$ cat src/rtl/enemy_wave_scheduler.sv
// enemy_wave_scheduler: spawns enemy slots one per gap, tracks which enemies are alive,
// and steps through waves and levels. It also drives the shared speed and the global pause.
module enemy_wave_scheduler #(
  parameter int NUM_ENEMIES        = 4,
  parameter int BASE_SPEED         = 64,
  parameter int SPEED_STEP         = 16,
  parameter int MAX_SPEED          = 256,
  parameter int SPAWN_GAP_FRAMES   = 30,
  parameter int CLEAR_DELAY_FRAMES = 120,
  parameter int MAX_LEVEL          = 9
) (
  input  logic                   clk,
  input  logic                   resetN,
  input  logic                   startOfFrame,
  input  logic                   startGame,
  input  logic                   pauseReq,
  input  logic                   gameOver,
  input  logic [NUM_ENEMIES-1:0] enemyHit,
  output logic [NUM_ENEMIES-1:0] restartLoc,
  output logic [NUM_ENEMIES-1:0] enemyAlive,
  output logic [10:0]            enemySpeed,
  output logic                   pause,
  output logic [3:0]             level,
  output logic                   waveCleared,
  output logic [2:0]             gameState
);

  typedef enum logic [2:0] {
    ST_IDLE   = 3'd0,
    ST_SPAWN  = 3'd1,
    ST_ACTIVE = 3'd2,
    ST_CLEAR  = 3'd3,
    ST_OVER   = 3'd4
  } state_t;

  localparam int CNT_W = 16;

  state_t                 state, state_nxt;
  logic [2:0]             slot, slot_nxt;
  logic [CNT_W-1:0]       frame_cnt, frame_cnt_nxt;
  logic                   pause_req_d;
  logic [NUM_ENEMIES-1:0] restart_nxt, alive_nxt;
  logic                   pause_nxt, cleared_nxt;
  logic [3:0]             level_nxt;
  logic [10:0]            speed_nxt;
  logic                   in_play, frame_run, pause_edge;

  // Level increment that sticks at MAX_LEVEL.
  function automatic logic [3:0] next_level(input logic [3:0] cur);
    if (cur >= 4'(MAX_LEVEL)) return 4'(MAX_LEVEL);
    return cur + 4'd1;
  endfunction

  // Speed for a level, saturated at MAX_SPEED in 16 bits and then narrowed to the port width.
  function automatic logic [10:0] level_speed(input logic [3:0] lvl);
    logic [15:0] raw;
    raw = 16'(BASE_SPEED) + 16'(lvl) * 16'(SPEED_STEP);
    if (raw > 16'(MAX_SPEED)) raw = 16'(MAX_SPEED);
    return raw[10:0];
  endfunction

  assign gameState = state;

  // Next-state and next-output decisions for the game flow.
  always_comb begin
    state_nxt     = state;
    slot_nxt      = slot;
    frame_cnt_nxt = frame_cnt;
    pause_nxt     = pause;
    level_nxt     = level;
    speed_nxt     = enemySpeed;
    restart_nxt   = '0;
    cleared_nxt   = 1'b0;
    alive_nxt     = enemyAlive & ~enemyHit;
    in_play       = (state == ST_SPAWN) || (state == ST_ACTIVE) || (state == ST_CLEAR);
    frame_run     = startOfFrame & ~pause;
    pause_edge    = pauseReq & ~pause_req_d;

    if (in_play && gameOver) begin
      // Losing the game overrides any spawn or level change this clock.
      state_nxt = ST_OVER;
      alive_nxt = '0;
      pause_nxt = 1'b1;
    end else begin
      if (in_play && pause_edge) pause_nxt = ~pause;
      case (state)
        ST_IDLE, ST_OVER: begin
          if (state == ST_OVER) alive_nxt = '0;
          if (startGame) begin
            state_nxt     = ST_SPAWN;
            level_nxt     = 4'd0;
            speed_nxt     = 11'(BASE_SPEED);
            pause_nxt     = 1'b0;
            slot_nxt      = 3'd0;
            frame_cnt_nxt = '0;
          end
        end
        ST_SPAWN: begin
          if (frame_run) begin
            if (frame_cnt == '0) begin
              // Spawn beats a same-clock hit on the same slot, so it is applied last.
              for (int k = 0; k < NUM_ENEMIES; k++) begin
                if (slot == 3'(k)) begin
                  restart_nxt[k] = 1'b1;
                  alive_nxt[k]   = 1'b1;
                end
              end
              frame_cnt_nxt = CNT_W'(SPAWN_GAP_FRAMES - 1);
              slot_nxt      = slot + 3'd1;
              if (slot == 3'(NUM_ENEMIES - 1)) state_nxt = ST_ACTIVE;
            end else begin
              frame_cnt_nxt = frame_cnt - 1'b1;
            end
          end
        end
        ST_ACTIVE: begin
          if (enemyAlive == '0) begin
            cleared_nxt   = 1'b1;
            frame_cnt_nxt = CNT_W'(CLEAR_DELAY_FRAMES - 1);
            state_nxt     = ST_CLEAR;
          end
        end
        ST_CLEAR: begin
          if (frame_run) begin
            if (frame_cnt == '0) begin
              level_nxt     = next_level(level);
              speed_nxt     = level_speed(next_level(level));
              slot_nxt      = 3'd0;
              frame_cnt_nxt = '0;
              state_nxt     = ST_SPAWN;
            end else begin
              frame_cnt_nxt = frame_cnt - 1'b1;
            end
          end
        end
        default: state_nxt = ST_IDLE;
      endcase
    end
  end

  // State and output registers; reset cuts any pulse in flight.
  always_ff @(posedge clk or negedge resetN) begin
    if (!resetN) begin
      state       <= ST_IDLE;
      slot        <= 3'd0;
      frame_cnt   <= '0;
      pause_req_d <= 1'b0;
      restartLoc  <= '0;
      enemyAlive  <= '0;
      enemySpeed  <= 11'(BASE_SPEED);
      pause       <= 1'b0;
      level       <= 4'd0;
      waveCleared <= 1'b0;
    end else begin
      state       <= state_nxt;
      slot        <= slot_nxt;
      frame_cnt   <= frame_cnt_nxt;
      pause_req_d <= pauseReq;
      restartLoc  <= restart_nxt;
      enemyAlive  <= alive_nxt;
      enemySpeed  <= speed_nxt;
      pause       <= pause_nxt;
      level       <= level_nxt;
      waveCleared <= cleared_nxt;
    end
  end

endmodule

$ cat config.mk
export PLATFORM = sky130hd
export DESIGN_NAME = enemy_wave_scheduler
export DESIGN_NICKNAME = d
export VERILOG_FILES = /design/src/rtl/enemy_wave_scheduler.sv
export SDC_FILE = /design/constraint.sdc
export NUM_CORES = 1
export LEC_CHECK = 0
export CAP_MARGIN = 15
export CORE_MARGIN = 5
export CORE_UTILIZATION = 38
export CTS_CLUSTER_SIZE = 8
export DETAILED_ROUTE_END_ITERATION = 6
export PLACE_DENSITY = 0.71
export SETUP_SLACK_MARGIN = 0.05
export SYNTH_ARGS = -nofsm -noshare
export SYNTH_HDL_FRONTEND = slang
export SYNTH_SLANG_ARGS = --single-unit
$ cat constraint.sdc
create_clock -name clk -period 2.3 [get_ports clk]
set_clock_uncertainty 0.15 [all_clocks]
set_input_delay 0.46 -clock clk [delete_from_list [all_inputs] [get_ports clk]]
set_output_delay 0.46 -clock clk [all_outputs]
set_load 0.03 [all_outputs]
# Yosys cells after proc, flatten, opt, wreduce, memory -nomap -nowiden
# Cells that the tools add are included.
# classes
n_addsub	4
order_cmp	2
eq_ne	20
muxes	64
n_bitwise	7
n_reduce_logical	16
# ops
operator	n
$mux W16	6
$pmux W16 S4	1
$mux W4	15
$mux W3	13
$mux W11	3
$pmux W11 S2	1
$mux W1	20
$logic_not A16 Y1	1
$pmux W4 S2	2
$sub A16 B1 Y16 const B	1
$reduce_and A7 Y1	2
$eq A3 B2 Y1 const B	4
$ne A3 B1 Y1 const B	4
$pmux W3 S4	1
$add A7 B8 Y9 const A	1
$gt A9 B9 Y1 const B	1
$mux W9	1
$pmux W3 S3	1
$eq A3 B1 Y1 const B	2
$logic_not A3 Y1	2
$ne A2 B1 Y1 const B	3
$ne A2 B2 Y1 const B	3
$ne A3 B2 Y1 const B	2
$reduce_and A6 Y1	1
17 further kinds	22
# totals
ff_bits	48
in_bits	10

# Logic depth before layout (Yosys ltp)
# Gate-level depths: netlist of run 1.
# logic_depth
depth_word	17
ltp_mapped	8

# Worst setup path after synthesis of run 1
# No wires, ideal clock.
# synth_path
path_kind	register to register
from	register enemyAlive[2]
to	register frame_cnt[7]
setup_ps	103
t_arrival_ps	1888
t_required_ps	2047
path_slack_ps	159
path_stages_with_launch	7
n_path_buf	1
cell_sequence	dfrtp_1 or4_4 nand3b_4 o211ai_4 or2_0 buf_6 o41ai_2
# synth_via
elab_chain_cells	3
# synth_rtl
item	line	text
start: declaration	20	output logic [NUM_ENEMIES-1:0] enemyAlive,
start signal: assignment	160	enemyAlive <= alive_nxt;
$logic_not A4 Y1	117	if (enemyAlive == '0) begin
$ne A2 B1 Y1 (no line)	-	
$reduce_and A6 Y1 (no line)	-	
end signal: assignment	157	frame_cnt <= frame_cnt_nxt;
end: declaration	40	logic [CNT_W-1:0] frame_cnt, frame_cnt_nxt;
# Every way passes these cells.
# A chain may end at the register's enable or synchronous reset.

# Final worst setup path of run 1
# layout_path
from	register state[2] (netlist: gameState[2])
to	output gameState[2]
# layout_rtl
item	line	text
start: declaration	38	state_t state, state_nxt;
start signal: assignment	155	state <= state_nxt;
end: declaration	25	output logic [2:0] gameState
# No word-level cell between the ends.

==> results of run 1 <==
==> stage by stage <==
stage                     cell area [sq um]  total power [W]
after floorplan                        2400          0.00245
after global placement                 2880          0.00307
after detailed placement               2880          0.00312
after CTS                              3030          0.00384
after global routing                   3050          0.00420
final                                  3050          0.00389
==> power by group <==
part	switching [W]	internal, W	leakage (nW)	total, W
Combinational	0.00121	0.000881	0.765	0.00209
Sequential	0.000189	0.000908	0.566	0.00110
Clock	0.000273	0.000435	0.0683	0.000708
==> kinds of logic after synthesis <==
logic type	after synthesis
muxes	1
AOI/OAI and AO/OA	78
DFF	42
adders and majority gates	11
and+or+nand+nor	84
other	1
buffers and inverters	30
xor gates and xnor gates	2
==> how the worst max path moves through the flow <==
stage | slack [ps] | to | cells past startpoint | startpoint
after floorplan | 160 | frame_cnt[7]$_DFFE_PN0P_ | 6 | enemyAlive[2]$_DFF_PN0_
after detailed placement | 50 | slot[1]$_DFFE_PN0P_ | 7 | startOfFrame
after CTS | 110 | gameState[2] | 1 | gameState[2]$_DFFE_PN0P_
final | 100 | gameState[2] | 1 | gameState[2]$_DFFE_PN0P_
after global placement | 90 | frame_cnt[7]$_DFFE_PN0P_ | 7 | startOfFrame
after global routing | 40 | slot[1]$_DFFE_PN0P_ | 8 | frame_cnt[0]$_DFFE_PN0P_
==> per-layer routing <==
| metal | global-route usage, % | wire length, microns | vias to the layer above |
|---|---|---|---|
| li1 | - | - | 994 |
| met3 | 3.32 | 295 | 7 |
| met1 | 20.2 | 2600 | 981 |
| met4 | 4.33 | 61 | 0 |
| met2 | 25.9 | 2810 | 64 |
| met5 | 0 | 0 | - |
==> what timing repair did <==
item | 4_1_cts | 5_1_grt
setup endpoints to repair | 3 | 11
pin swaps | 0 | 1
setup buffers | 0 | 0
endpoints found under the hold margin | 0 | 0
gates resized for setup | 2 | 7
==> area by class of cell <==
cell class | count | area, sq um | share of cell area (%)
clock inverter | 3 | 68.8 | 2.26
inverter | 14 | 52.6 | 1.72
clock buffer | 5 | 68.8 | 2.26
tap | 75 | 93.8 | 3.08
sequential | 42 | 1050 | 34.5
timing repair buffer | 55 | 484 | 15.9
multi-input combinational | 182 | 1230 | 40.3
==> registers in the layout, indices dropped and copies added, names as in the netlist <==
signal	flops
frame_cnt	16
pause	1
slot	3
waveCleared	1
enemySpeed	5
gameState	3
restartLoc	4
level	4
pause_req_d	1
enemyAlive	4
==> cell usage in the layout, fill, tap and decap left out, types with 3 or more instances in the layout <==
master and n:
dfrtp_1 41, clkdlybuf4s50_1 29, buf_4 24, o21ai_0 21
nand2_1 18, a21oi_1 18, nor2_1 15, inv_1 14
ha_1 11, nand3_1 10, nor3_1 8, conb_1 6
nand2b_1 5, a31oi_1 5, o31ai_1 5, a22o_1 5
clkbuf_8 5, nand3b_1 4, and4_1 3, o21ai_1 3
==> impl_metrics.toml, run 1 <==
[cts]
tritoncts = "done"
clk_path_buf_depth = 2
clk_latency_ps = 300
cts_made_buffers = 5
clock-root-buffer = "clkbuf_8"
path_clk_slew_ps = 90
htreeDepth = 2
cts_hold_buf = 0
cts.sinks = 42

[detailed_routing]
drtPass1Iterations = 4
ant_nets = 0
vias = 2046
wl_per_cell_microns = 15.3
wirelength_microns = 5770
routed_via_density = 5.44
drt-initial-drc-count = 147
drc = 0

[power_and_ir_drop]
p_leak_nw = 1.40
power.density_nw_per_um2 = 1280
peakVddDrop_mv = 0.598

[synth]
yosys_warnings = 0
synth_edf_count = 0
yosys-top-cells-count = "41 x dfrtp_1, 22 x o21ai_0, 18 x a21oi_1, 18 x nand2_1, 16 x nor2_1"
ys_types = 56
synth_top_family_by_area = "compound AO/OA/AOI/OAI gates"
yosys.area.top_type_share_pct = 43.0
seq_area_frac_synth_pct = 44.1
synthAdderAreaFrac_pct = 5.77
netlist_area_sq_um = 2380
synth.most_common_cell = "dfrtp_1"
synth_area_leaders = "dfrtp_1 43%, ha_1 5.8%, o21ai_0 4.6%, a21oi_1 3.8%, nand2_1 2.8%"
muxShareOfSynthArea_pct = 0.420
synthArstFlopShare_pct = 100
synth-compound-area-share_pct = 22.0
synth_top_area_cell = "dfrtp_1"
dominantRegCellSynth = "dfrtp_1"
synth_area_per_cell_sq_um = 9.58
synth_xor_xnor_area_share_pct = 0.735
synth_simple_gate_area_share_pct = 20.4
syn_inst = 249
ys_seq_elements = 42

[grt]
grt_pass1_vias = 2067
grt_start_max_net_pins = 43
grt_util_all_layers_pct = 15.5
grt.overflow.total = 0
grt_pass1_wl_microns = 9710
antenna_found_initial = 0

[die]
initial_utilization_pct = 39.6
die_h_microns = 89.2
io_pins = 38
die-area_sq_um = 7960
die_w_microns = 89.2
fp.coreArea_sq_um = 6030
fp-row-count = 28

[setup_path]
path_cells = "clkdlybuf4s50_1"
r2r-end = "slot[1]$_DFFE_PN0P_"
r2r_start = "frame_cnt[0]$_DFFE_PN0P_"
path_class = "reg -> out"
critical_path.max_stage_delay_ps = 740
required_ps = 1690
arrival_ps = 1590
slowest_stage = "clkdlybuf4s50_1"
worstPathBufferInverterCount = 1
crit_path_start_kind = "flip-flop"
crit_family = "buffers and inverters"
cp_max_fo = 10
reg2reg_depth = 8
reg2reg_slack_ps = 180
critPathCaptureType = "primary output"

[timing]
finalSetupTns_ps = 0
finalSetupViolations = 0
hold_slack_ps = 76.1
slew-limit-headroom_pct = 63.8
drv_slew = 0
rsz0062_at_grt = "false"
fmax_mhz = 455
hold_viol_final = 0
period_share_pct = 95.6
worst_slew_pin_slew_ps = 542
setup_ws_ps = 102
fin_crit_ps = 2200

[final_layout]
nets = 321
drive_above_1_share_pct = 17.3
area_delta_synth_final_pct = 28.0
fin_util_pct = 50.6
diodes = 0
nFillCells = 553
instances_no_fill = 376

[placement]
place_inst = 368
gp_congestion = 0.869
place_ws_ps = 46.7
dpl.hpwl_microns = 4230
port_buffers = 31

[run]
cap_violations = 0

[hold_path]
hold_class = "in -> async"

[run_status]
status = "complete, no violations"
Power figures use the tool's default switching activity.
==> run 2: changes to the inputs <==
--- a/config.mk
+++ b/config.mk
@@ -11,6 +11,7 @@
 export CTS_CLUSTER_SIZE = 8
 export DETAILED_ROUTE_END_ITERATION = 6
 export PLACE_DENSITY = 0.71
+export REMOVE_ABC_BUFFERS = 1
 export SETUP_SLACK_MARGIN = 0.05
 export SYNTH_ARGS = -nofsm -noshare
 export SYNTH_HDL_FRONTEND = slang
==> run 2 against run 1 <==
Effect of this change:
- combinational power hardly changed
- worst hold slack better by 260 ps
- via count is 1.1% lower
- first-iteration DRC count is 12% lower
- clock power is 30% lower
- cell area is 0.29% higher
- core utilization is 0.15 points higher
- count of clock-buffer cells in the layout is 1 higher
- maximum frequency is 1.5% higher
- register-to-register slack better by 20 ps
- global-route usage is 0.29 points higher
- worst setup slack better by 33 ps
- critical path type unchanged
- critical endpoint unchanged
- largest power group unchanged
==> impl_metrics.toml, run 2 (synthesis results as in run 1) <==
[run_status]
status = "complete, no violations"

[timing]
hold_viol_final = 0
drv_slew = 0
fin_crit_ps = 2170
finalSetupViolations = 0
setup_ws_ps = 135
fmax_mhz = 462
rsz0062_at_grt = "true"
period_share_pct = 94.1

[die]
initial_utilization_pct = 39.6
die_h_microns = 89.2
die-area_sq_um = 7960
die_w_microns = 89.2
fp-row-count = 28
fp.coreArea_sq_um = 6030
io_pins = 38

[placement]
gp_congestion = 0.875
place_ws_ps = 20.0
dpl.hpwl_microns = 4270
port_buffers = 31
place_inst = 369

[run]
cap_violations = 0

[final_layout]
drive_above_1_share_pct = 18.4
top_regs = "frame_cnt (16), enemySpeed (5)"
fin_util_pct = 50.8
instances_no_fill = 379
final_cell_mix = "41 x dfrtp_1, 29 x clkdlybuf4s50_1, 26 x buf_4"
regMostFlops = "frame_cnt"
area_delta_synth_final_pct = 28.3
final_common_cell = "dfrtp_1"
largest_reg_flops = 16
diodes = 0
nets = 324

[power_and_ir_drop]
power.density_nw_per_um2 = 1220
p_total_w = 0.00372
switching_share_pct = 45.3
intPower_w = 0.00203
p_clk_share_pct = 13.3
pwr-share-seq_pct = 30.4
p_leak_nw = 1.40
peakVddDrop_mv = 0.768
pwr-share-comb_pct = 56.3
switchingPower_w = 0.00169

[grt]
antenna_found_initial = 0
grt_pass1_vias = 2105
grt_util_all_layers_pct = 15.8
grt.overflow.total = 0
grt_start_max_net_pins = 21
grt_pass1_wl_microns = 9820

[cts]
cts.sinks = 42
clk_latency_ps = 300
cts_made_buffers = 5
tritoncts = "done"
clk_path_buf_depth = 2
htreeDepth = 2
clock-root-buffer = "clkbuf_8"
path_clk_slew_ps = 80

[setup_path]
reg2reg_slack_ps = 200
reg2reg_depth = 8
critPathCaptureType = "primary output"
path_cells = "clkdlybuf4s50_1"
cp_max_fo = 10
r2r-end = "slot[1]$_DFFE_PN0P_"
arrival_ps = 1560
worstPathBufferInverterCount = 1
required_ps = 1690
r2r_start = "frame_cnt[1]$_DFFE_PN0P_"
path_class = "reg -> out"
critical_path.max_stage_delay_ps = 740
crit_family = "buffers and inverters"
slowest_stage = "clkdlybuf4s50_1"
crit_path_start_kind = "flip-flop"

[detailed_routing]
vias = 2023
drtPass1Iterations = 4
ant_nets = 0
routed_via_density = 5.34
drc = 0
wirelength_microns = 5720
drt-initial-drc-count = 129
wl_per_cell_microns = 15.1

[hold_path]
hold_class = "reg -> reg"
hold_path_depth = 2
min_from = "enemySpeed[6]$_DFFE_PN1P_"
holdPathEnd = "enemySpeed[6]$_DFFE_PN1P_"
[run 2: area by class of cell]
cell class | count | area [sq um]
Sequential cell | 42 | 1050
Tap cell | 75 | 93.8
Clock buffer | 6 | 82.6
Fill cell | 571 | 2970
Timing Repair Buffer | 58 | 513
Multi-Input combinational cell | 182 | 1250
Inverter | 14 | 52.6
Clock inverter | 2 | 12.5
[run 2: stage by stage]
stage | setup TNS [ps] | hold WS, ps | cell area [sq um]
floorplan | -101 | 14.4 | 2300
global placement | 0 | 281 | 2890
detailed placement | 0 | 288 | 2890
CTS | 0 | 339 | 3000
global route | 0 | 364 | 3060
finish | 0 | 336 | 3060
[run 2: worst max path at each step]
stage	slack (ps)	startpoint	cells after the start	to
after global routing	40	frame_cnt[0]$_DFFE_PN0P_	8	slot[1]$_DFFE_PN0P_
after floorplan	-20	frame_cnt[0]$_DFFE_PN0P_	6	enemySpeed[4]$_DFFE_PN0P_
after global placement	60	startOfFrame	7	frame_cnt[7]$_DFFE_PN0P_
after CTS	50	gameState[0]$_DFFE_PN0P_	1	gameState[0]
after detailed placement	20	startOfFrame	7	frame_cnt[7]$_DFFE_PN0P_
final	130	gameState[2]$_DFFE_PN0P_	1	gameState[2]
[run 2: power groups by stage]
stage                     combinational [W]  clock [W]  sequential (W)
after floorplan                     0.00123          0         0.00114
after global placement              0.00194          0         0.00111
after detailed placement            0.00199          0         0.00112
after CTS                           0.00200   0.000513         0.00111
after global routing                0.00232   0.000543         0.00116
final                               0.00209   0.000495         0.00113
[run 2: repair_timing]
item                                   4_1_cts  5_1_grt
buffers inserted                             0        1
setup endpoints to repair                    6       22
endpoints found under the hold margin       17        0
gates resized for setup                      1       11
hold buffers                                 1        0
gates cloned                                 0        0
pin swaps                                    0        2
[run 2: per-layer routing]
layer / wire, microns / global-route usage [%]
met1: 2570 / 20.1
met4: 111 / 5.41
met2: 2800 / 26.3
met5: 0 / 0
met3: 247 / 3.59
==> run 3: changes to the inputs <==
--- a/config.mk
+++ b/config.mk
@@ -7,10 +7,10 @@
 export LEC_CHECK = 0
 export CAP_MARGIN = 15
 export CORE_MARGIN = 5
-export CORE_UTILIZATION = 38
+export CORE_UTILIZATION = 53
 export CTS_CLUSTER_SIZE = 8
 export DETAILED_ROUTE_END_ITERATION = 6
-export PLACE_DENSITY = 0.71
+export PLACE_DENSITY = 0.9
 export REMOVE_ABC_BUFFERS = 1
 export SETUP_SLACK_MARGIN = 0.05
 export SYNTH_ARGS = -nofsm -noshare
==> run 3 against run 2 <==
Effect of this change:
- clock power about the same
- register-to-register slack got worse by 40 ps
- worst setup slack got worse by 38 ps
- highest routed layer unchanged
- worst hold slack got worse by 270 ps
- critical endpoint is now gameState[0]
- die area decreased by 25%
- final cell count decreased by 7.4%
- first-iteration DRC count increased by 35%
- routed wire length increased by 4.5%
- power increased by 0.37%
- core utilization increased by 18 points
- cell area decreased by 2.5%
==> impl_metrics.toml, run 3 (synthesis results as in run 1) <==
[die]
die-area_sq_um = 5940
die_w_microns = 77.1
fp-row-count = 24
fp.coreArea_sq_um = 4350
io_pins = 38
die_h_microns = 77.1
initial_utilization_pct = 54.8

[cts]
path_clk_slew_ps = 80
cts_hold_buf = 0
clk_latency_ps = 300
cts_setup_buffers = 0
cts_made_buffers = 5
tritoncts = "done"
htreeDepth = 2
clk_path_buf_depth = 2
clock-root-buffer = "clkbuf_8"
cts.sinks = 42

[timing]
rsz0062_at_grt = "false"
drv_slew = 0
fin_crit_ps = 2200
finalSetupViolations = 0
period_share_pct = 95.8
fmax_mhz = 454
slew-limit-headroom_pct = 64.1
worst_slew_pin_slew_ps = 538
hold_viol_final = 0

[placement]
port_buffers = 31
gp_congestion = 0.881
dpl.hpwl_microns = 4280

[setup_path]
critical_path.max_stage_delay_ps = 740
crit_path_start_kind = "flip-flop"
reg2reg_depth = 6
required_ps = 1690
worstPathBufferInverterCount = 1
critPathCaptureType = "primary output"
reg2reg_slack_ps = 160
path_class = "reg -> out"
crit_family = "buffers and inverters"
arrival_ps = 1590
r2r-end = "frame_cnt[7]$_DFFE_PN0P_"
path_cells = "clkdlybuf4s50_1"
slowest_stage = "clkdlybuf4s50_1"
r2r_start = "enemyAlive[2]$_DFF_PN0_"
cp_max_fo = 10

[power_and_ir_drop]
switchingPower_w = 0.00171
switching_share_pct = 45.7
p_total_w = 0.00373
p_clk_share_pct = 13.3
pwr-share-seq_pct = 30.9
peakVddDrop_mv = 0.753
pwr-share-comb_pct = 55.8
power.density_nw_per_um2 = 1250
intPower_w = 0.00203
p_leak_nw = 1.40

[detailed_routing]
drtPass1Iterations = 5
wirelength_microns = 5980
drc = 0
vias = 2166
routed_via_density = 6.17
drt-initial-drc-count = 174
wl_per_cell_microns = 17.0
ant_nets = 0

[grt]
grt_pass1_vias = 2111
grt.overflow.total = 0
grt_pass1_wl_microns = 9990
grt_start_max_net_pins = 43
antenna_found_initial = 0
grt_util_all_layers_pct = 20.6

[final_layout]
regMostFlops = "frame_cnt"
final_common_cell = "dfrtp_1"
diodes = 0
nFillCells = 325
multi_input_area_sq_um = 1250
register_area_sq_um = 1050
drive_above_1_share_pct = 16.1
fin_util_pct = 68.5
area_delta_synth_final_pct = 25.1
final_cell_mix = "41 x dfrtp_1, 28 x clkdlybuf4s50_1, 22 x o21ai_0, 22 x buf_4"
largest_reg_flops = 16
top_regs = "frame_cnt (16), enemySpeed (5)"
nets = 319

[run]
cap_violations = 0

[hold_path]
hold_class = "in -> async"

[run_status]
status = "complete, no violations"
-- run 3: worst max path at each step --
stage	from	endpoint	slack, ps	depth (start not counted)
floorplan	frame_cnt[0]$_DFFE_PN0P_	enemySpeed[4]$_DFFE_PN0P_	-20	6
global placement	startOfFrame	frame_cnt[7]$_DFFE_PN0P_	110	7
detailed placement	startOfFrame	slot[1]$_DFFE_PN0P_	30	7
CTS	gameState[1]$_DFFE_PN0P_	gameState[1]	50	1
global route	frame_cnt[1]$_DFFE_PN0P_	slot[0]$_DFFE_PN0P_	40	8
finish	gameState[0]$_DFFE_PN0P_	gameState[0]	100	1
-- run 3: metal layers --
layer	wire, microns	GRT usage (%)
met1	2440	26.6
met2	2880	32.2
met3	465	4.57
met4	194	10.7
met5	0	0
-- run 3: final cells by class --
cell class / count / share of cell area (%)
Multi-Input combinational cell: 182 / 41.8
Sequential cell: 42 / 35.3
Timing Repair Buffer: 53 / 15.9
Clock buffer: 7 / 2.89
Tap cell: 52 / 2.18
Inverter: 14 / 1.76
Clock inverter: 1 / 0.168
-- run 3: stage by stage --
stage / worst slack (ps) / instances / TNS, ps / instance area [sq um] / hold slack (ps)
finish: 97.2 / 351 / 0 / 2980 / 66.8
global route: 43.0 / 351 / 0 / 2980 / 119
CTS: 53.2 / 351 / 0 / 2940 / 85.7
detailed placement: 34.5 / 343 / 0 / 2840 / 329
global placement: 110 / 343 / 0 / 2840 / 327
floorplan: -20.2 / 238 / -101 / 2300 / 14.4
-- run 3: worst reg2reg max path, cell delays in order (launching register included) --
cell and delay, ps:
dfrtp_1 410, or4_4 580, nand3b_4 120, o211ai_4 80, or2_0 200, buf_4 170
o41ai_2 310
-- run 3: timing repair --
action                                  in CTS  in global routing
gates resized for setup                      2                  9
pin swaps                                    0                  1
gates cloned                                 0                  0
endpoints found under the setup margin       2                 25
-- run 3: power groups by stage --
stage	clock [W]	sequential [W]	combinational, W
3_3_place_gp	0	0.00112	0.00189
3_5_place_dp	0	0.00113	0.00196
4_1_cts	0.000499	0.00112	0.00199
2_1_floorplan	0	0.00114	0.00123
6_report	0.000498	0.00115	0.00208
5_1_grt	0.000539	0.00118	0.00227
